`src/rtl/temporal_pkg.sv`:
```
`default_nettype none
// ============================================================================
// Module   : temporal_pkg
// Brief    : Shared types, defaults and helpers for the temporal-logic layer.
// Revision : 1.0 - initial release
// ============================================================================
package temporal_pkg;

    localparam int c_gamma_cycle_width = 16;
    localparam int c_pulse_width       = 8;
    localparam int c_tw                = $clog2(c_gamma_cycle_width);

    // Upper bounds accepted by masked_reduce: 32 channels, 8-bit times (gamma <= 256).
    localparam int c_max_in = 32;
    localparam int c_max_tw = 8;

    typedef logic [c_tw-1:0] time_t;

    typedef enum logic [1:0] {
        WAIT = 2'd0,
        FIRE = 2'd1,
        DONE = 2'd2
    } eq_state_t;

    function automatic logic [c_max_tw-1:0] masked_reduce(
        input logic [c_max_in-1:0]          mask,
        input logic [c_max_in*c_max_tw-1:0] times,
        input logic                         want_max
    );
        logic [c_max_tw-1:0] acc;
        logic [c_max_tw-1:0] cur;
        acc = want_max ? '0 : '1;
        for (int i = 0; i < c_max_in; i++) begin
            cur = times[i*c_max_tw +: c_max_tw];
            if (mask[i] && (want_max ? (cur > acc) : (cur < acc))) begin
                acc = cur;
            end
        end
        return acc;
    endfunction

endpackage
`default_nettype wire

```
`src/rtl/arrival_capture.sv`:
```
`default_nettype none
// ============================================================================
// Module   : arrival_capture
// Brief    : Per-channel first-rising-edge latch with gamma-cycle clear.
// Revision : 1.0 - initial release
// ============================================================================
module arrival_capture #(
    parameter int TW = 4
) (
    input  logic          aclk,
    input  logic          grst_n,
    input  logic          gclr,
    input  logic          i_in,
    input  logic [TW-1:0] i_g_cnt,
    output logic          o_arr_v,
    output logic [TW-1:0] o_arr_t
);

    logic          r_in_q;
    logic          r_arr_v;
    logic [TW-1:0] r_arr_t;
    logic          w_rise;
    logic          w_take;

    // Outputs are the post-edge view so the evaluator sees arrivals sampled this cycle.
    assign w_rise  = i_in & ~r_in_q;
    assign w_take  = ~gclr & w_rise & ~r_arr_v;
    assign o_arr_v = ~gclr & (r_arr_v | w_rise);
    assign o_arr_t = w_take ? i_g_cnt : r_arr_t;

    always_ff @(posedge aclk or negedge grst_n) begin
        if (!grst_n) begin
            r_in_q  <= 1'b0;
            r_arr_v <= 1'b0;
            r_arr_t <= '0;
        end else begin
            r_in_q  <= i_in;
            r_arr_v <= o_arr_v;
            r_arr_t <= o_arr_t;
        end
    end

endmodule
`default_nettype wire

```
`src/rtl/temporal_equal_n.sv`:
```
`default_nettype none
// ============================================================================
// Module   : temporal_equal_n
// Brief    : N-input race-logic "equal": fires when all arrivals are within TOL.
// Revision : 1.0 - initial release
// ============================================================================
module temporal_equal_n
    import temporal_pkg::*;
#(
    parameter int N_IN              = 2,
    parameter int GAMMA_CYCLE_WIDTH = c_gamma_cycle_width,
    parameter int PULSE_WIDTH       = c_pulse_width,
    parameter int TOL               = 0,
    parameter int TW                = $clog2(GAMMA_CYCLE_WIDTH)
) (
    input  logic            aclk,
    input  logic            grst_n,
    input  logic            gclr,
    input  logic [N_IN-1:0] in,
    output logic            y,
    output logic [TW-1:0]   t_out,
    output logic            rej
);

    localparam logic [TW-1:0] c_g_max     = TW'(GAMMA_CYCLE_WIDTH - 1);
    localparam logic [TW-1:0] c_pw_load   = TW'(PULSE_WIDTH - 1);
    localparam int            c_tol_lim   = (1 << (TW + 1)) - 1;
    localparam logic [TW:0]   c_tol       = (TOL > c_tol_lim) ? (TW+1)'(c_tol_lim)
                                                              : (TW+1)'(TOL);

    logic [TW-1:0]              r_g_cnt;
    logic [N_IN-1:0]            w_arr_v;
    logic [N_IN-1:0][TW-1:0]    w_arr_t;
    logic [c_max_in-1:0]        w_mask_ext;
    logic [c_max_in*c_max_tw-1:0] w_times_ext;
    logic [TW-1:0]              w_tmin;
    logic [TW-1:0]              w_tmax;
    logic [TW:0]                w_spread;
    logic [TW:0]                w_age;
    logic                       w_all_v;
    logic                       w_any_v;
    logic                       w_match;
    logic                       w_mismatch;
    logic                       w_early;
    logic                       w_miss;

    eq_state_t                  r_state;
    eq_state_t                  w_state_nxt;
    logic [TW-1:0]              r_pcnt;
    logic [TW-1:0]              w_pcnt_nxt;
    logic                       w_y_nxt;
    logic                       w_rej_nxt;
    logic [TW-1:0]              w_t_out_nxt;

    always_ff @(posedge aclk or negedge grst_n) begin
        if (!grst_n) begin
            r_g_cnt <= '0;
        end else if (gclr) begin
            r_g_cnt <= '0;
        end else if (r_g_cnt != c_g_max) begin
            r_g_cnt <= r_g_cnt + TW'(1);
        end
    end

    for (genvar gi = 0; gi < N_IN; gi++) begin : g_chan
        arrival_capture #(
            .TW(TW)
        ) u_cap (
            .aclk    (aclk),
            .grst_n  (grst_n),
            .gclr    (gclr),
            .i_in    (in[gi]),
            .i_g_cnt (r_g_cnt),
            .o_arr_v (w_arr_v[gi]),
            .o_arr_t (w_arr_t[gi])
        );
    end

    always_comb begin
        w_times_ext = '0;
        for (int i = 0; i < N_IN; i++) begin
            w_times_ext[i*c_max_tw +: c_max_tw] = c_max_tw'(w_arr_t[i]);
        end
    end

    assign w_mask_ext = c_max_in'(w_arr_v);
    assign w_tmin     = TW'(masked_reduce(w_mask_ext, w_times_ext, 1'b0));
    assign w_tmax     = TW'(masked_reduce(w_mask_ext, w_times_ext, 1'b1));

    // One extra bit keeps the TOL comparison exact for any TOL value.
    assign w_spread   = {1'b0, w_tmax} - {1'b0, w_tmin};
    assign w_age      = {1'b0, r_g_cnt} - {1'b0, w_tmin};
    assign w_all_v    = &w_arr_v;
    assign w_any_v    = |w_arr_v;
    assign w_match    = w_all_v & (w_spread <= c_tol);
    assign w_mismatch = w_all_v & (w_spread > c_tol);
    assign w_early    = ~w_all_v & w_any_v & (w_age > c_tol);
    assign w_miss     = ~w_all_v & (r_g_cnt == c_g_max);

    always_ff @(posedge aclk or negedge grst_n) begin
        if (!grst_n) begin
            r_state <= WAIT;
            r_pcnt  <= '0;
            y       <= 1'b0;
            rej     <= 1'b0;
            t_out   <= '0;
        end else begin
            r_state <= w_state_nxt;
            r_pcnt  <= w_pcnt_nxt;
            y       <= w_y_nxt;
            rej     <= w_rej_nxt;
            t_out   <= w_t_out_nxt;
        end
    end

    always_comb begin
        w_state_nxt = r_state;
        if (gclr) begin
            w_state_nxt = WAIT;
        end else begin
            case (r_state)
                WAIT: begin
                    if (w_match) begin
                        w_state_nxt = FIRE;
                    end else if (w_mismatch || w_early || w_miss) begin
                        w_state_nxt = DONE;
                    end
                end
                FIRE: begin
                    if (r_pcnt == '0) begin
                        w_state_nxt = DONE;
                    end
                end
                DONE:    w_state_nxt = DONE;
                default: w_state_nxt = WAIT;
            endcase
        end
    end

    always_comb begin
        w_y_nxt     = y;
        w_rej_nxt   = rej;
        w_t_out_nxt = t_out;
        w_pcnt_nxt  = r_pcnt;
        if (gclr) begin
            w_y_nxt   = 1'b0;
            w_rej_nxt = 1'b0;
        end else begin
            case (r_state)
                WAIT: begin
                    if (w_match) begin
                        w_y_nxt     = 1'b1;
                        w_t_out_nxt = w_tmax;
                        w_pcnt_nxt  = c_pw_load;
                    end else if (w_mismatch || w_early) begin
                        w_rej_nxt = 1'b1;
                    end
                end
                FIRE: begin
                    if (r_pcnt == '0) begin
                        w_y_nxt = 1'b0;
                    end else begin
                        w_pcnt_nxt = r_pcnt - TW'(1);
                    end
                end
                default: begin
                end
            endcase
        end
    end

endmodule
`default_nettype wire

```
`config.mk`:
```
export PLATFORM = sky130hd
export DESIGN_NAME = temporal_equal_n
export DESIGN_NICKNAME = d
export VERILOG_FILES = /design/src/rtl/temporal_pkg.sv /design/src/rtl/arrival_capture.sv /design/src/rtl/temporal_equal_n.sv
export SDC_FILE = /design/constraint.sdc
export NUM_CORES = 1
export LEC_CHECK = 0
export BUFFER_PORTS_ARGS = -buffer_cell sky130_fd_sc_hd__buf_2
export CORE_MARGIN = 5
export CORE_UTILIZATION = 61
export CTS_CLUSTER_DIAMETER = 60
export DETAILED_ROUTE_END_ITERATION = 12
export GPL_TIMING_DRIVEN = 1
export PLACE_DENSITY = 0.79
export SYNTH_ARGS = -nofsm -noshare
export SYNTH_HDL_FRONTEND = slang
export SYNTH_SLANG_ARGS = --single-unit
```
`constraint.sdc`:
```
create_clock -name aclk -period 5.05 [get_ports aclk]
set_input_delay 1.515 -clock aclk [delete_from_list [all_inputs] [get_ports aclk]]
set_output_delay 1.515 -clock aclk [all_outputs]
set_load 0.05 [all_outputs]
```
Yosys cells after proc, flatten, opt, wreduce, memory -nomap -nowiden

Cells that the tools add are included.

Output and inout port bits: 6
Logic and storage cells: 98
Input port bits: 5
Register bits after elaboration: 28

Mux-type cells: 24
Bitwise operators: 21
$lt $le $gt $ge: 7
Equality and inequality tests: 10
Reduce and logical (&&, ||, !) cells: 20
$add $sub $neg: 4

Operators with widths:

| kind                | count |
|---|---|
| $mux 4              | 9 |
| $and 1x1->1         | 13 |
| $gt 5x1->1 const B  | 2 |
| $sub 4x4->5         | 2 |
| $reduce_and 3->1    | 3 |
| $lt 4x8->1          | 1 |
| $lt 4x8->1 const B  | 1 |
| $mux 2              | 4 |
| $mux 8              | 1 |
| $ne 4x4->1 const B  | 2 |
| $pmux 4 s2          | 1 |
| $reduce_bool 2->1   | 4 |
| $mux 1              | 7 |
| $ne 2x2->1 const B  | 3 |
| $ne 3x3->1 const B  | 2 |
| $not 1->1           | 6 |
| $pmux 2 s3          | 1 |
| $le 5x1->1 const B  | 1 |
| $add 4x1->4 const B | 1 |
| $eq 4x4->1 const B  | 1 |
| $gt 4x1->1 const B  | 1 |
| $gt 4x4->1          | 1 |
| $logic_and 1x1->1   | 4 |
| $logic_not 4->1     | 1 |
| 11 further kinds    | 14 |

Logic depth before layout (Yosys ltp)

Gate-level depths: netlist of run 1.

Depth after elaboration: 20
Gate-level depth with buffers: 20
Mapped depth without buffers: 20

By module

A second synthesis of run 1 with hierarchy kept.

Cells, all modules: 207
Area total of the unflattened synthesis: 2060.7 µm²

Modules (own cells, without submodules):

| module           | seq. area each (µm²) | times used | area each (µm²) | cells an instance |
|---|---|---|---|---|
| temporal_equal_n | 400.4                | 1          | 1592.8          | 179 |
| arrival_capture  | 150.1                | 2          | 234.0           | 14 |

Worst setup path after synthesis of run 1

Ideal clock, no wire load.

Path type: input to register
Start point: in gclr
End point: reg r_pcnt[0]
Data arrival time: 5.482 ns
Setup time: 0.128 ns
Stages on the path: 17
Path slack: -0.559 ns
Data required time: 4.922 ns
Buffers on the path: 0
Cells stage by stage: nor4b_2 > mux2_2 > nor2_1 > ha_1 > a211o_1 > a211oi_1 > a32oi_4 > mux2_4 > ha_1 > o21ai_0 > nand2b_1 > a21oi_1 > nor2_1 > nand2_1 > o31a_1 > a21oi_2 > mux2_1

Word-level cells in the longest chain between the ends: 15
Elaborated cells between the ends (all ways): 27
Those cells by class: add/sub (1); order compare (5); eq/ne (1); mux (6); bitwise (8); reduce/logical (6)

Ends and longest elaborated chain:

| what                                            | line                    | RTL |
|---|---|---|
| start: declaration                              | temporal_equal_n.sv:18  | `input logic gclr,` |
| $not 1->1 (no source line) *                    | -                       |  |
| $and 1x1->1 * (2 in series)                     | arrival_capture.sv:27   | `assign w_take = ~gclr & w_rise & ~r_arr_v;` |
| $mux 4 *                                        | arrival_capture.sv:29   | `assign o_arr_t = w_take ? i_g_cnt : r_arr_t;` |
| via g_chan[0].u_cap.o_arr_t[3]                  | arrival_capture.sv:16   | `output logic [TW-1:0] o_arr_t` |
| $lt 4x8->1 / $gt 4x1->1 (equally long branches) | temporal_pkg.sv:35      | `if (mask[i] && (want_max ? (cur > acc) : (cur < acc))) begin` |
| $logic_and 1x1->1                               | temporal_pkg.sv:35      |  |
| $mux 8 / $mux 4 (equally long branches)         | temporal_pkg.sv:35      |  |
| $lt 4x8->1 / $gt 4x4->1 (equally long branches) | temporal_pkg.sv:35      |  |
| $logic_and 1x1->1                               | temporal_pkg.sv:35      |  |
| $mux 4                                          | temporal_pkg.sv:35      |  |
| $sub 4x4->5 *                                   | temporal_equal_n.sv:91  | `assign w_spread = {1'b0, w_tmax} - {1'b0, w_tmin};` |
| $le 5x1->1 *                                    | temporal_equal_n.sv:95  | `assign w_match = w_all_v & (w_spread <= c_tol);` |
| $and 1x1->1 *                                   | temporal_equal_n.sv:95  |  |
| $ne 2x2->1 (no source line) *                   | -                       |  |
| $reduce_and 4->1 (no source line) *             | -                       |  |
| end signal: assignment                          | temporal_equal_n.sv:109 | `r_pcnt <= w_pcnt_nxt;` |
| end: declaration                                | temporal_equal_n.sv:49  | `logic [TW-1:0] r_pcnt;` |

Mark *: on every way through the listed nets, which the timed path passes. The rest lies on a longest branch.
A chain may end at the register's enable or synchronous reset.

Final worst setup path of run 1

Start point: in in[0]
End point: reg t_out[2]

Word-level cells in the longest chain between the ends: 14
Elaborated cells between the ends (all ways): 23
Those cells by class: add/sub (1); order compare (5); mux (5); bitwise (6); reduce/logical (6)

Ends and longest elaborated chain:

| what                                | line                    | RTL |
|---|---|---|
| start: declaration                  | temporal_equal_n.sv:19  | `input logic [N_IN-1:0] in,` |
| $and 1x1->1 *                       | arrival_capture.sv:26   | `assign w_rise = i_in & ~r_in_q;` |
| $and 1x1->1 * (2 in series)         | arrival_capture.sv:27   |  |
| $mux 4 *                            | arrival_capture.sv:29   |  |
| via g_chan[0].u_cap.o_arr_t[1]      | arrival_capture.sv:16   |  |
| $gt 4x1->1                          | temporal_pkg.sv:35      |  |
| $logic_and 1x1->1                   | temporal_pkg.sv:35      |  |
| $mux 4 *                            | temporal_pkg.sv:35      |  |
| $gt 4x4->1                          | temporal_pkg.sv:35      |  |
| $logic_and 1x1->1                   | temporal_pkg.sv:35      |  |
| $mux 4 *                            | temporal_pkg.sv:35      |  |
| via w_tmax[1]                       | temporal_equal_n.sv:37  | `logic [TW-1:0] w_tmax;` |
| $sub 4x4->5 *                       | temporal_equal_n.sv:91  |  |
| $le 5x1->1 *                        | temporal_equal_n.sv:95  |  |
| $and 1x1->1 *                       | temporal_equal_n.sv:95  |  |
| $reduce_and 3->1 (no source line) * | -                       |  |
| end signal: assignment              | temporal_equal_n.sv:112 | `t_out <= w_t_out_nxt;` |
| end: declaration                    | temporal_equal_n.sv:21  | `output logic [TW-1:0] t_out,` |

Marked as above.

==> results summary, run 1 <==
For this run, the detailed router's first-pass iteration total came to 4. The wire length reported by the detailed router came out at between 7000 and 8000 µm. Summed over all failing endpoints, the final setup total negative slack is -2.24 ns.

The number of antenna cells inserted came out at 0. The global-route usage over all layers came out at 27.6%. The insertion delay of the later-clocked pin in the worst-skew pair is around 0.32 ns.

The slew at the pin closest to its max-slew limit came out at 0.661 ns. The register area share after synthesis came out at 34.4%. The synthesized netlist devotes 19.7% of its cell area to simple gates. The fraction of final layout cells sized beyond drive strength 1 is 49.8%. The flip-flop and latch count after synthesis came out at 28. Static timing analysis puts the maximum clock frequency at 0.189 GHz. Dividing total power by cell area gives a power density of around 240 mW/mm². The DRC marker count from the first detailed-route iteration is 232. Clock tree synthesis selected as its root buffer the cell clkbuf_4.

The maximum clock insertion buffer count came out at 2. The die is 67.8 µm wide. The worst path in the final design needs a cycle of 5.30 ns, including I/O delays and setup. The worst setup slack for register-to-register paths is 0.44 ns. In the final routed layout, each cell accounts on average for around 24 µm. The via count came out at 2035. The type of the worst setup path is in -> reg. The required arrival time at the worst endpoint came out at 5.27 ns. The number of antenna violations at the first check in global routing came out at 0. In this run the critical register-to-register path is captured at t_out[2]. The count of buffering cells on the critical path with inverters included came out at 4. The worst hold path belongs to the class reg -> reg. The maximum number of pins on one net before global-route repair came out at 29. The via count of the first global-routing pass was 1945.

Across the run, the number of max-cap violations was 0. The count of nets left with antenna violations once routing finished came out at 0. The final weighted congestion in routability-driven placement came out at 0.894. The post-CTS clock slew at the launch and capture registers of the worst setup and hold paths came out at about 0.14 ns. Buffers inserted to repair hold after CTS numbered 0. The worst setup path is launched from a primary input.

The standard-cell row count came out at 21. After detailed placement, the total cell area comes to 0.00253 mm². The initial cell density of the core is 62.0%. By area the synthesized netlist is led by dfrtp_1 34%, ha_1 13%, mux2_2 3.9%, nand2_1 3.9%, mux2_4 3.7%.

The area of the mapped netlist is ~0.002 mm². The mean cell area of the mapped netlist came out at 10.1 µm². The clock tree from TritonCTS is done. The critical path goes through buf_2 > nor4b_4 > buf_4 > mux2_4 > nand2_4 > ha_4 > nor2b_1 > o211a_1 > o311a_4 > nand2_2 > o21ai_2 > ha_1 > nor2b_4 > o21ai_2 > nand2b_1 > a21oi_2 > nor2_2 > nand2_1 > buf_4 > nor4b_4 > buf_4 > mux2_4.

The die height came out at 67.8 µm. The total half-perimeter wirelength after legalization and detailed placement is roughly 4200 µm. The number of gates on the worst path with buffers counted came out at 22. The number of slew-limit violations in the final report is 0. For this design the top-level I/O count stands at 11.

Setup repair after global routing could not meet its margin everywhere. The largest vdd supply drop came out at 0.158 mV. The number of H-tree branching levels is 1. The capturing instance or port of the critical path is t_out[2]. The least setup slack across all paths after layout is -0.246 ns. The TritonCTS buffer count is 3. The number of port buffers came out at 10. By area, the combinational part of the netlist is dominated by simple AND/OR/NAND/NOR gates. The xor/xnor cell area share of the yosys netlist is less than 1%. The kind of end point of the critical path is a flip-flop.

The fraction of the cycle the final worst path needs is 105%. The most used flip-flop cell after synthesis is dfrtp_1. The checks that failed: setup timing.

The distinct cell type count after synthesis came out at 52. The worst setup path startpoint is in[0]. The global-route wire length before repair is 9320 µm. The cell repeated most along the worst path is buf_4. The synthesized netlist cell count is 201. The final setup violation count is 12. Yosys mapped a number of flops with a built-in enable equal to 0.

The via count normalized by instance count is 6.50. The adder-cell area share of the yosys netlist came out at 12.9%. The die area came out at ~0.0046 mm². In this run the worst path has a maximum fanout of 6.

The leading cell type by number of instances after synthesis is dfrtp_1. The flow ran to the end, but the final reports show violations. The slowest cell on the critical path is o311a_4. The region available for standard cell placement spans 0.00328 mm². The number of filler instances in the final layout is between 100 and 150. The final core utilization is between 80% and 90%. After detailed routing, the number of remaining DRC violations is 0. After global routing the overflow that remains totals 0. The count of endpoints failing hold in the final timing report is 0. The mux cell area share after synthesis came out at 12.8%. The static leakage is 1.35 nW. The share of synthesized flip-flops with an asynchronous set or reset came out at 100%. Counting cells, the worst reg-to-reg path comes to 21. The CTS sink count came out at 28. The number of warnings issued by yosys is 0. After routing the design area is 0.00291 mm². The top cell family by delay on the critical path is simple AND/OR/NAND/NOR gates. The clock tree skew after final layout is 0.00525 ns. In this run the biggest area consumer among cell types represents 34.4% of the synthesized area. The final layout net count is 295. The critical register-to-register path startpoint is g_chan[0].u_cap.r_arr_v. dfrtp_1 takes more of the synthesized area than any other cell. STA puts the critical path data arrival time at between 5 and 6 ns.

The delay of the slowest cell on the worst path came out at 0.37 ns. The area growth from synthesis to layout is 43.0%. The headroom to the max-slew limit is 55.9%. The post-synthesis net count came out at around 230. The synthesized-area fraction occupied by ao, oa, aoi and oai cells is 15.3%.

After synthesis, the most frequently instantiated cells are 28 x dfrtp_1, 21 x ha_1, 21 x nand2_1.
## through the flow
step                      worst slack [ns]  power [mW]  instances  hold slack (ns)
final                               -0.246       0.698        313            0.533
after global placement              -0.399       0.487        297            0.478
after floorplan                     -0.188       0.408        201            0.465
after detailed placement            -0.520       0.504        297            0.492
after global routing                -0.380       0.727        313            0.549
after CTS                           -0.138       0.620        307            0.528
## state kept, by name (all words and copies together) (netlist names)
| register | count |
|---|---|
| g_chan.u_cap.r_arr_t | 8 |
| g_chan.u_cap.r_arr_v | 2 |
| g_chan.u_cap.r_in_q | 2 |
| r_g_cnt | 4 |
| r_pcnt | 4 |
| r_state | 2 |
| rej | 1 |
| t_out | 4 |
| y | 1 |
## per-layer routing
| metal | vias to the layer above | routed length (µm) | GRT usage, % |
|---|---|---|---|
| met1 | 959 | 2840 | 34.3 |
| met5 | - | 0 | 0 |
| met4 | 0 | 491 | 11.4 |
| met2 | 156 | 3480 | 47.6 |
| met3 | 61 | 633 | 4.16 |
| li1 | 859 | - | - |
## logic make-up (layout without fill, tap and decap cells)
| group | count (synthesis) | after routing |
|---|---|---|
| AOI/OAI and AO/OA | 40 | 40 |
| xor gates and xnor gates | 2 | 2 |
| adders and majority gates | 21 | 21 |
| buffers and inverters | 20 | 86 |
| DFF | 28 | 28 |
| muxes | 22 | 22 |
| and+or+nand+nor | 68 | 68 |
## where the power goes
part           switching, mW  leakage, nW  internal [mW]
sequential            0.0185        0.354          0.241
clock                 0.0649       0.0138         0.0280
combinational          0.177        0.983          0.168
total                  0.261         1.35          0.437
## layout by cell type (no fill, tap or decap), drive strengths merged, types with 2 or more instances in the layout
| master | n |
|---|---|
| a21oi | 7 |
| mux2i | 8 |
| a211o | 2 |
| nor3 | 2 |
| o211a | 2 |
| nand2 | 21 |
| a211oi | 2 |
| inv | 16 |
| o211ai | 2 |
| buf | 67 |
| and2 | 3 |
| nand3 | 3 |
| clkbuf | 3 |
| nand2b | 7 |
| mux2 | 14 |
| nor4b | 5 |
| a21o | 2 |
| o21ai | 10 |
| dfrtp | 28 |
| nor2 | 13 |
| nand3b | 3 |
| ha | 21 |
| nor2b | 4 |
| nand4 | 2 |
## worst min-delay path by stage
stage	startpoint	end	slack (ns)	cells after the start
2_1_floorplan	g_chan[0].u_cap.r_arr_t[2]	g_chan[0].u_cap.r_arr_t[2]	0.46	2
3_5_place_dp	t_out[3]	t_out[3]	0.49	1
4_1_cts	t_out[0]	t_out[0]	0.53	2
3_3_place_gp	rej	rej	0.48	2
5_1_grt	t_out[3]	t_out[3]	0.55	1
6_report	t_out[3]	t_out[3]	0.53	1
## area by class of cell
class / count / area (µm²) / share of cell area (%)
sequential: 28 / 701 / 24.1
inverter: 16 / 60.1 / 2.06
clock buffer: 3 / 22.5 / 0.773
tap: 46 / 57.6 / 1.98
multi-input combinational: 153 / 1560 / 53.6
timing repair buffer: 67 / 512 / 17.6
## worst register-to-register path: stages, from the launching register on
cell and delay, ns:
dfrtp_1 0.52, nor4b_4 0.41, buf_4 0.18, mux2_4 0.34
nand2_4 0.10, ha_4 0.20, nor2b_1 0.13, o211a_1 0.24
o311a_4 0.37, nand2_2 0.08, o21ai_2 0.07, ha_1 0.31
nor2b_4 0.19, o21ai_2 0.08, nand2b_1 0.13, a21oi_2 0.09
nor2_2 0.12, nand2_1 0.09, buf_4 0.16, nor4b_4 0.23
buf_4 0.19, mux2_4 0.30
## repair_timing
item                                    CTS  global route
endpoints found under the setup margin   11            12
resized for setup                        16            34
pin swaps                                16            25
setup buffers                             8             7
Power figures use the tool's default switching activity.
==> run 2, diff against run 1 <==
--- a/config.mk
+++ b/config.mk
@@ -7,11 +7,11 @@
 export LEC_CHECK = 0
 export BUFFER_PORTS_ARGS = -buffer_cell sky130_fd_sc_hd__buf_2
 export CORE_MARGIN = 5
-export CORE_UTILIZATION = 61
+export CORE_UTILIZATION = 60
 export CTS_CLUSTER_DIAMETER = 60
 export DETAILED_ROUTE_END_ITERATION = 12
 export GPL_TIMING_DRIVEN = 1
-export PLACE_DENSITY = 0.79
+export PLACE_DENSITY = 0.77
 export SYNTH_ARGS = -nofsm -noshare
 export SYNTH_HDL_FRONTEND = slang
 export SYNTH_SLANG_ARGS = --single-unit
==> run 2 against run 1 <==
The run still ends with setup timing left. Non-clock buffer count grew 4. Register-to-register slack lost 0.11 ns. Core utilization shrank 1.1 points. Clock skew shrank 0.0017 ns. Maximum frequency shrank 1.4%. Setup slack lost 0.075 ns. Critical path type unchanged.
==> results summary, run 2 (synthesis results as in run 1) <==
The run finished, with violations left. The final reports fail on setup timing. The fraction of final layout cells sized beyond drive strength 1 is 47.1%. The die area is 0.00466 mm². The wire length reported by the detailed router came out at 7200 µm. The number of placed instances, taps included, is roughly 300.

The hold slack came out at 0.547 ns. The internal power component came out at 0.485 mW. The cell repeated most along the worst path is buf_4. STA classifies the critical path endpoint as a flip-flop. Setup repair after global routing could not meet its margin everywhere. The clock period minus final worst setup slack is roughly 5.4 ns. The routed length on met3 is 540 µm.

The overflow left after global routing came out at 0. The detailed router put a total of roughly 2700 µm of wire on met1. Combinational logic burns 45.2% of the power.

The number of flip-flops under the largest register name is 8. The slew at the pin closest to its max-slew limit came out at 0.659 ns. VDD sags by at most 0.223 mV. The die is approximately 68 µm tall. Routability-driven placement finished with a final weighted congestion of ~0.9.

The number of slew-limit violations in the final report came out at 0. The hold path startpoint is t_out[0]. In the detailed route, the total length drawn on met2 is 3490 µm. The number of antenna cells inserted is 0. The count of maximum capacitance violations is 0. Dividing the final minimum period by the clock period gives 106%. The least setup slack across all paths after layout is -0.321 ns. The number of antenna violations at the first check in global routing came out at 0. The register with the most flip-flops in the final layout is g_chan.u_cap.r_arr_t. The total core area is between 0.003 and 0.004 mm². The min-delay analysis places its worst path in the category reg -> reg.

The count of endpoints failing hold in the final timing report is 0. Measured along the x axis, the die boundary spans 68.3 µm. For this run, the top clock speed supported by timing is 0.186 GHz. In this run, the number of DRC markers left after iteration 0 of detailed routing was about 280.

On the final layout, the worst clock skew is 0.00351 ns. The initial cell density of the core came out at about three fifths. Once detail routing completed, the nets flagged for antenna violations numbered 0. The critical register-to-register path startpoint is g_chan[0].u_cap.r_arr_v. The clock network accounts for 20.4% of the total power. Clock tree synthesis inserted a total of 3 buffers.

In the layout the commonest cells are 62 x buf_4, 28 x dfrtp_1, 17 x nand2_1. The via count of the first global-routing pass is 1982. TritonCTS built the clock tree. The standard-cell row count came out at 21. The worst setup path startpoint is gclr. Setup violations remaining at the end of the flow were counted as 12. The static leakage came out at 1.39 nW. The maximum clock insertion buffer count came out at 2. At the later pin of the worst-skew pair, clock insertion delay measures approximately 0.34 ns.

The count of buffering cells on the critical path with inverters included came out at 5. Detailed placement ended at an HPWL of 3910 µm. The via count normalized by instance count came out at 6.44. The final total negative setup slack came out at -2.96 ns. The detail-routed net length per standard cell is 22.6 µm. The final layout net count came out at about 300. For the worst setup path, the data required time is 5.30 ns. In this run the worst path has a maximum fanout of 6. The signal on the critical path passes through buf_12 > nor4b_4 > buf_4 > buf_4 > mux2i_1 > and2_4 > ha_2 > a211o_1 > a211oi_2 > a32oi_4 > nand2_2 > o21ai_4 > ha_4 > nor2b_4 > o21ai_2 > nand2b_4 > a21oi_2 > nor2_1 > nand2_1 > buf_4 > nor4b_4 > buf_4 > mux2_4. Leaving out fill and tap cells, the most frequent cell in the layout is buf_4.

The top-level port count came out at 11. The DRC violation count after routing came out at 0. The switching portion of total power is 35.4%. By startpoint and endpoint, the worst setup path is classified as in -> reg. From synthesis to final layout, the design area changed by 42.3%. The maximum number of pins on one net before global-route repair is 29.

The power per cell area came out at 259 mW/mm². The via count came out at 2049. The part of the power in registers is 34.4%. Before CTS, the worst setup slack after placement is -0.468 ns. The uppermost signal routing layer after detailed routing is met4. The global-route usage over all layers is between 20% and 30%.

The net switching power figure came out at 0.266 mW. The post-CTS clock slew at the launch and capture registers of the worst setup and hold paths is 0.16 ns. In this design, the stage delay of the slowest critical-path cell is 0.32 ns. The CTS sink count came out at 28.

The number of H-tree branching levels came out at 1. The tree is rooted in a clkbuf_4. The arrival time of data at the critical path endpoint is 5.62 ns. Among all stages on the critical path, the largest delay is contributed by a211o_1. The global-route wire length before repair came out at 9380 µm.

The headroom to the max-slew limit came out at a little under three fifths. The number of port buffers came out at 10. STA classifies the critical path startpoint as a primary input. The number of detailed-route iterations in the first pass is 6. The top cell family by delay on the critical path is simple AND/OR/NAND/NOR gates. The number of standard cells in the layout, taps in and fillers out came out at approximately 320.
==> run 2: layout make-up <==
class / count / area, µm²
fillers: 145 / 412
multi-input cells: 153 / 1500
flip-flops and latches: 28 / 701
repair buffers: 71 / 526
well taps: 46 / 57.6
inverters: 16 / 60.1
clock inverters: 1 / 30.0
clock buffers: 3 / 22.5
==> run 2: path summary, 6_finish.rpt <==
kind                                                   end  slack (ns)  cells past startpoint
worst max-delay path                              t_out[1]       -0.32                     23
worst min-delay path                              t_out[0]        0.55                      2
worst max register to register                    t_out[1]        0.33                     22
worst min register to register                    t_out[0]        0.55                      2
max in group asynchronous          g_chan[0].u_cap.r_arr_v        3.45                      1
min in group asynchronous       g_chan[1].u_cap.r_arr_t[2]        1.17                      1
==> run 2: layer usage <==
metal,track usage [%],vias to the layer above
met3,5.42,57
met1,30.8,996
met2,49.9,126
met4,14.6,0
met5,0,-
li1,-,870
==> run 2: worst reg2reg max path, delay by kind of cell (launching register included) <==
kind	cells	cell delay (ns)
compound gates	6	1.02
fa+ha+maj	2	0.47
buf+inv	4	0.67
flops	1	0.53
mux	2	0.40
simple gates	8	1.56
==> run 2: metrics by stage <==
stage	cell area [µm²]	util, %	power, mW
after floorplan	2120	-	0.408
after global placement	2540	76.8	0.484
after global routing	2900	87.6	0.782
final	2900	87.6	0.751
after CTS	2730	82.5	0.675
after detailed placement	2540	76.8	0.499
==> run 2: timing repair <==
action | in CTS | in global routing
hold buffers | 0 | 0
endpoints found under the setup margin | 8 | 12
hold endpoints to repair | 0 | 0
gates resized for setup | 14 | 23
setup buffers | 9 | 9
pin swaps | 14 | 13
==> run 2: power by group through the flow <==
stage                     Sequential (mW)  Clock (mW)  Combinational (mW)
after floorplan                     0.259           0               0.149
after global placement              0.259           0               0.225
after detailed placement            0.261           0               0.239
after CTS                           0.256       0.152               0.266
after global routing                0.260       0.167               0.355
final                               0.258       0.153               0.339
==> run 3, diff against run 2 <==
--- a/config.mk
+++ b/config.mk
@@ -5,9 +5,11 @@
 export SDC_FILE = /design/constraint.sdc
 export NUM_CORES = 1
 export LEC_CHECK = 0
+export ABC_AREA = 1
 export BUFFER_PORTS_ARGS = -buffer_cell sky130_fd_sc_hd__buf_2
 export CORE_MARGIN = 5
 export CORE_UTILIZATION = 60
+export CTS_BUF_LIST = sky130_fd_sc_hd__clkbuf_4 sky130_fd_sc_hd__clkbuf_8
 export CTS_CLUSTER_DIAMETER = 60
 export DETAILED_ROUTE_END_ITERATION = 12
 export GPL_TIMING_DRIVEN = 1
==> run 3 against run 2 <==
Register-to-register slack better by 0.94 ns. Highest routed layer unchanged. Largest cell class unchanged. Critical path depth is 1 higher. The flow now finishes without violations. Via count is 18% lower. Synthesized cell count is 28% higher.
==> results summary, run 3 <==
The run finished with clean final reports. The via count of the first global-routing pass came out at 1557. The worst setup path is launched from a primary input. The mean cell area of the mapped netlist is between 8 and 9 µm². The total core area came out at 0.00334 mm². The commonest cells after synthesis are 51 x nand2_1, 43 x inv_1, 28 x dfrtp_1. Sorting the synthesized cells by area gives the leading types as dfrtp_1 34%, ha_1 13%, nand2_1 9.2%, inv_1 7.8%, o21ai_0 4.8%. The detail-routed net length per standard cell came out at 12.4 µm. The fraction of the cycle the final worst path needs came out at roughly 90%. The count of endpoints failing hold in the final timing report is 0. In this run, the number of DRC markers left after iteration 0 of detailed routing was 88.

For the final database, setup skew stands at 0.0182 ns. The global-route wire length before repair came out at between 7000 and 8000 µm. The area of combinational cells with multiple inputs is 0.00118 mm². The number of flip-flops under the largest register name came out at 8. Before antenna repair, the detailed router went through 4 iterations. The x dimension of the die came out at roughly 70 µm. The CTS sink count is 28. The top-level port count is 11. The largest individual stage delay along the critical path comes from the cell ha_1. Using the TritonRoute via totals, the vias-per-cell ratio works out to approximately 5.2. The endpoint identified for the worst register-to-register timing path is y.

Buffers inserted to repair hold after CTS numbered 0. The number of antenna cells inserted came out at 0. The class of the tightest hold or removal check is reg -> reg. The static leakage came out at 1.22 nW. Entering global routing, the biggest net connects 29 pins. Walking the worst path, the cells encountered are buf_2 > nor2_8 > nand2_4 > o21ai_0 > inv_1 > ha_1 > inv_1 > nor2_1 > o211ai_1 > nand2_1 > nand3_2 > nand2_1 > o21ai_0 > ha_1 > a21oi_1 > nand3b_1 > a21oi_1 > nand2_2 > nor2_2 > nand4_4 > nand2_2 > o211ai_1 > nand2_1 > o21ai_1. The count of flip-flops with a built-in enable after synthesis came out at 0. Timing would allow up to 0.214 GHz.

The number of setup buffers added after CTS came out at 0. The final layout net count came out at 302. The global-route usage over all layers came out at between 15 and 20%. The total half-perimeter wirelength after legalization and detailed placement is ~3300 µm. From bottom edge to top edge, the die measures 68.9 µm. CTS built an H-tree with a depth of 1. The area of the mapped netlist is 0.00208 mm². The die covers 0.00475 mm². The worst setup path startpoint is gclr. The setup path with the least slack is of type in -> reg. The fraction of final layout cells sized beyond drive strength 1 came out at 21.8%.

TritonCTS built the clock tree. Together, buffers and inverters on the worst path number 3. The leading cell type by number of instances after synthesis is nand2_1.

The register with the highest flop count is g_chan.u_cap.r_arr_t. The post-CTS clock slew at the launch and capture registers of the worst setup and hold paths is 0.16 ns. The delay of the slowest cell on the worst path came out at ~0.36 ns. The insertion delay of the later-clocked pin in the worst-skew pair came out at 0.34 ns. The DRC violation count after routing is 0.

The cell repeated most along the worst path is nand2_1. For this run, the leading register cell type out of synthesis is dfrtp_1. The arrival time of data at the critical path endpoint is 4.92 ns. The headroom to the max-slew limit is 57.9%. The initial cell density of the core came out at 62.4%. In this run the clock root is driven by a clkbuf_4.

The synthesized netlist cell count came out at 257. The capturing instance or port of the critical path is y. After layout, the minimum clock period comes to 4.67 ns. The final setup violation count came out at 0. The maximum fanout count along the critical path is 9. Dividing total power by cell area gives a power density of 306 mW/mm². The distinct cell type count after synthesis came out at 33.

The largest vdd supply drop is 0.160 mV. The post-synthesis net count is 283. The worst setup slack for register-to-register paths came out at 1.27 ns. The number of standard cells in the layout, taps in and fillers out is between 300 and 400. The required arrival time at the worst endpoint came out at 5.29 ns. The number of gates on the worst path with buffers counted came out at 24. The maximum clock insertion buffer count came out at 2. The TritonCTS buffer count came out at 3.

Summed over all failing endpoints, the final setup total negative slack is 0 ns. For this run, the number of Yosys warnings is 0. In the layout the commonest cells are 51 x nand2_1, 43 x inv_1, 28 x dfrtp_1. The via count came out at 1673. Leaving out fill and tap cells, the most frequent cell in the layout is nand2_1.

The startpoint identified for the worst register-to-register timing path is g_chan[0].u_cap.r_in_q. The final weighted congestion in routability-driven placement came out at 0.891. The overflow left after global routing came out at 0. Setup repair after global routing left no endpoint under its margin.

Relative to the synthesized area, the layout overhead comes to 8.96%. The number of antenna violations at the first check in global routing is 0. The top cell family by delay on the critical path is simple AND/OR/NAND/NOR gates. In this run the core area contains 21 standard-cell rows. The flip-flop and latch count after synthesis is 28. The slew at the pin closest to its max-slew limit came out at 0.631 ns. Once placement completed, the tool counted placed cells totaling 317. Counting flops with an async set or reset pin after synthesis yields a share of between 90% and 100%. The number of filler instances in the final layout is 315. The count of maximum capacitance violations came out at 0.

The largest total area in the synthesized netlist belongs to dfrtp_1. Counting cells, the worst reg-to-reg path comes to 25. STA classifies the critical path endpoint as a flip-flop.

The register area share after synthesis came out at 33.7%. The number of slew-limit violations in the final report came out at 0. The storage element area is 701 µm². The number of gates given a new drive strength after cts came out at 0.

The area share of the largest cell type after synthesis is 33.7%. The remaining antenna violation count after routing is 0. The number of port buffers is 10. The wire length reported by the detailed router is slightly below 4000 µm.
[run 3: changes by cell type in the layout (fill, tap and decap cells not counted), moves of 6 or more]
cell	before	now
mux2_4	12	1
nand3_1	3	11
inv_1	16	43
buf_4	62	5
ha_4	6	0
a21oi_1	2	12
o21ai_0	4	20
mux2i_1	6	0
ha_1	14	21
nand2_1	17	51
[run 3: worst min path at each step]
stage                                      end  depth (start not counted)  slack (ns)                  startpoint
floorplan           g_chan[0].u_cap.r_arr_t[0]                          2        0.46  g_chan[0].u_cap.r_arr_t[0]
global placement    g_chan[0].u_cap.r_arr_t[0]                          2        0.48  g_chan[0].u_cap.r_arr_t[0]
detailed placement  g_chan[0].u_cap.r_arr_t[0]                          2        0.48  g_chan[0].u_cap.r_arr_t[0]
CTS                 g_chan[0].u_cap.r_arr_t[0]                          2        0.51  g_chan[0].u_cap.r_arr_t[0]
global route        g_chan[0].u_cap.r_arr_t[0]                          2        0.56  g_chan[0].u_cap.r_arr_t[0]
finish                                t_out[1]                          2        0.52                    t_out[1]
[run 3: cell families after synthesis]
kind of cell / count (synthesis) / synth area share [%]
compound gates: 48 / 14.7
xor+xnor: 1 / 0.421
fa+ha+maj: 21 / 12.6
buf+inv: 50 / 9.62
flops: 28 / 33.7
mux: 1 / 0.721
simple gates: 108 / 28.2
[run 3: worst reg2reg max path, delay by kind of cell, from the launching register on]
kind / cells / cell delay [ns]
DFF: 1 / 0.42
adders and majority gates: 2 / 0.65
buffers and inverters: 4 / 0.32
AOI/OAI and AO/OA: 7 / 0.86
and+or+nand+nor: 12 / 1.43
[run 3: layout make-up]
cell class	instances	share of cell area, %
inverter	49	8.33
clock inverter	1	1.32
timing repair buffer	15	3.86
clock buffer	3	0.993
multi-input combinational	179	52.0
tap	46	2.54
sequential	28	30.9
[run 3: power breakdown]
group | internal, mW | total (mW) | switching (mW)
logic | 0.0983 | 0.271 | 0.173
registers | 0.258 | 0.273 | 0.0159
clock network | 0.0803 | 0.149 | 0.0684
total | 0.436 | 0.693 | 0.257
[run 3: routing by layer]
metal  global-route usage, %  vias up  wire, µm
met1                    26.7      773      1870
met2                    34.0       28      1950
met3                    1.62        4       116
li1                        -      868         -
met4                    3.65        0        34
met5                       0        -         0
[run 3: metrics by stage]
step	total power [mW]	setup WS (ns)	hold WS [ns]	area, µm²	util [%]
floorplan	0.484	0.575	0.456	2080	-
global placement	0.541	0.0959	0.483	2210	66.4
detailed placement	0.550	0.0657	0.479	2210	66.4
CTS	0.697	0.424	0.513	2270	67.9
global route	0.749	0.0134	0.558	2270	67.9
finish	0.693	0.377	0.519	2270	67.9
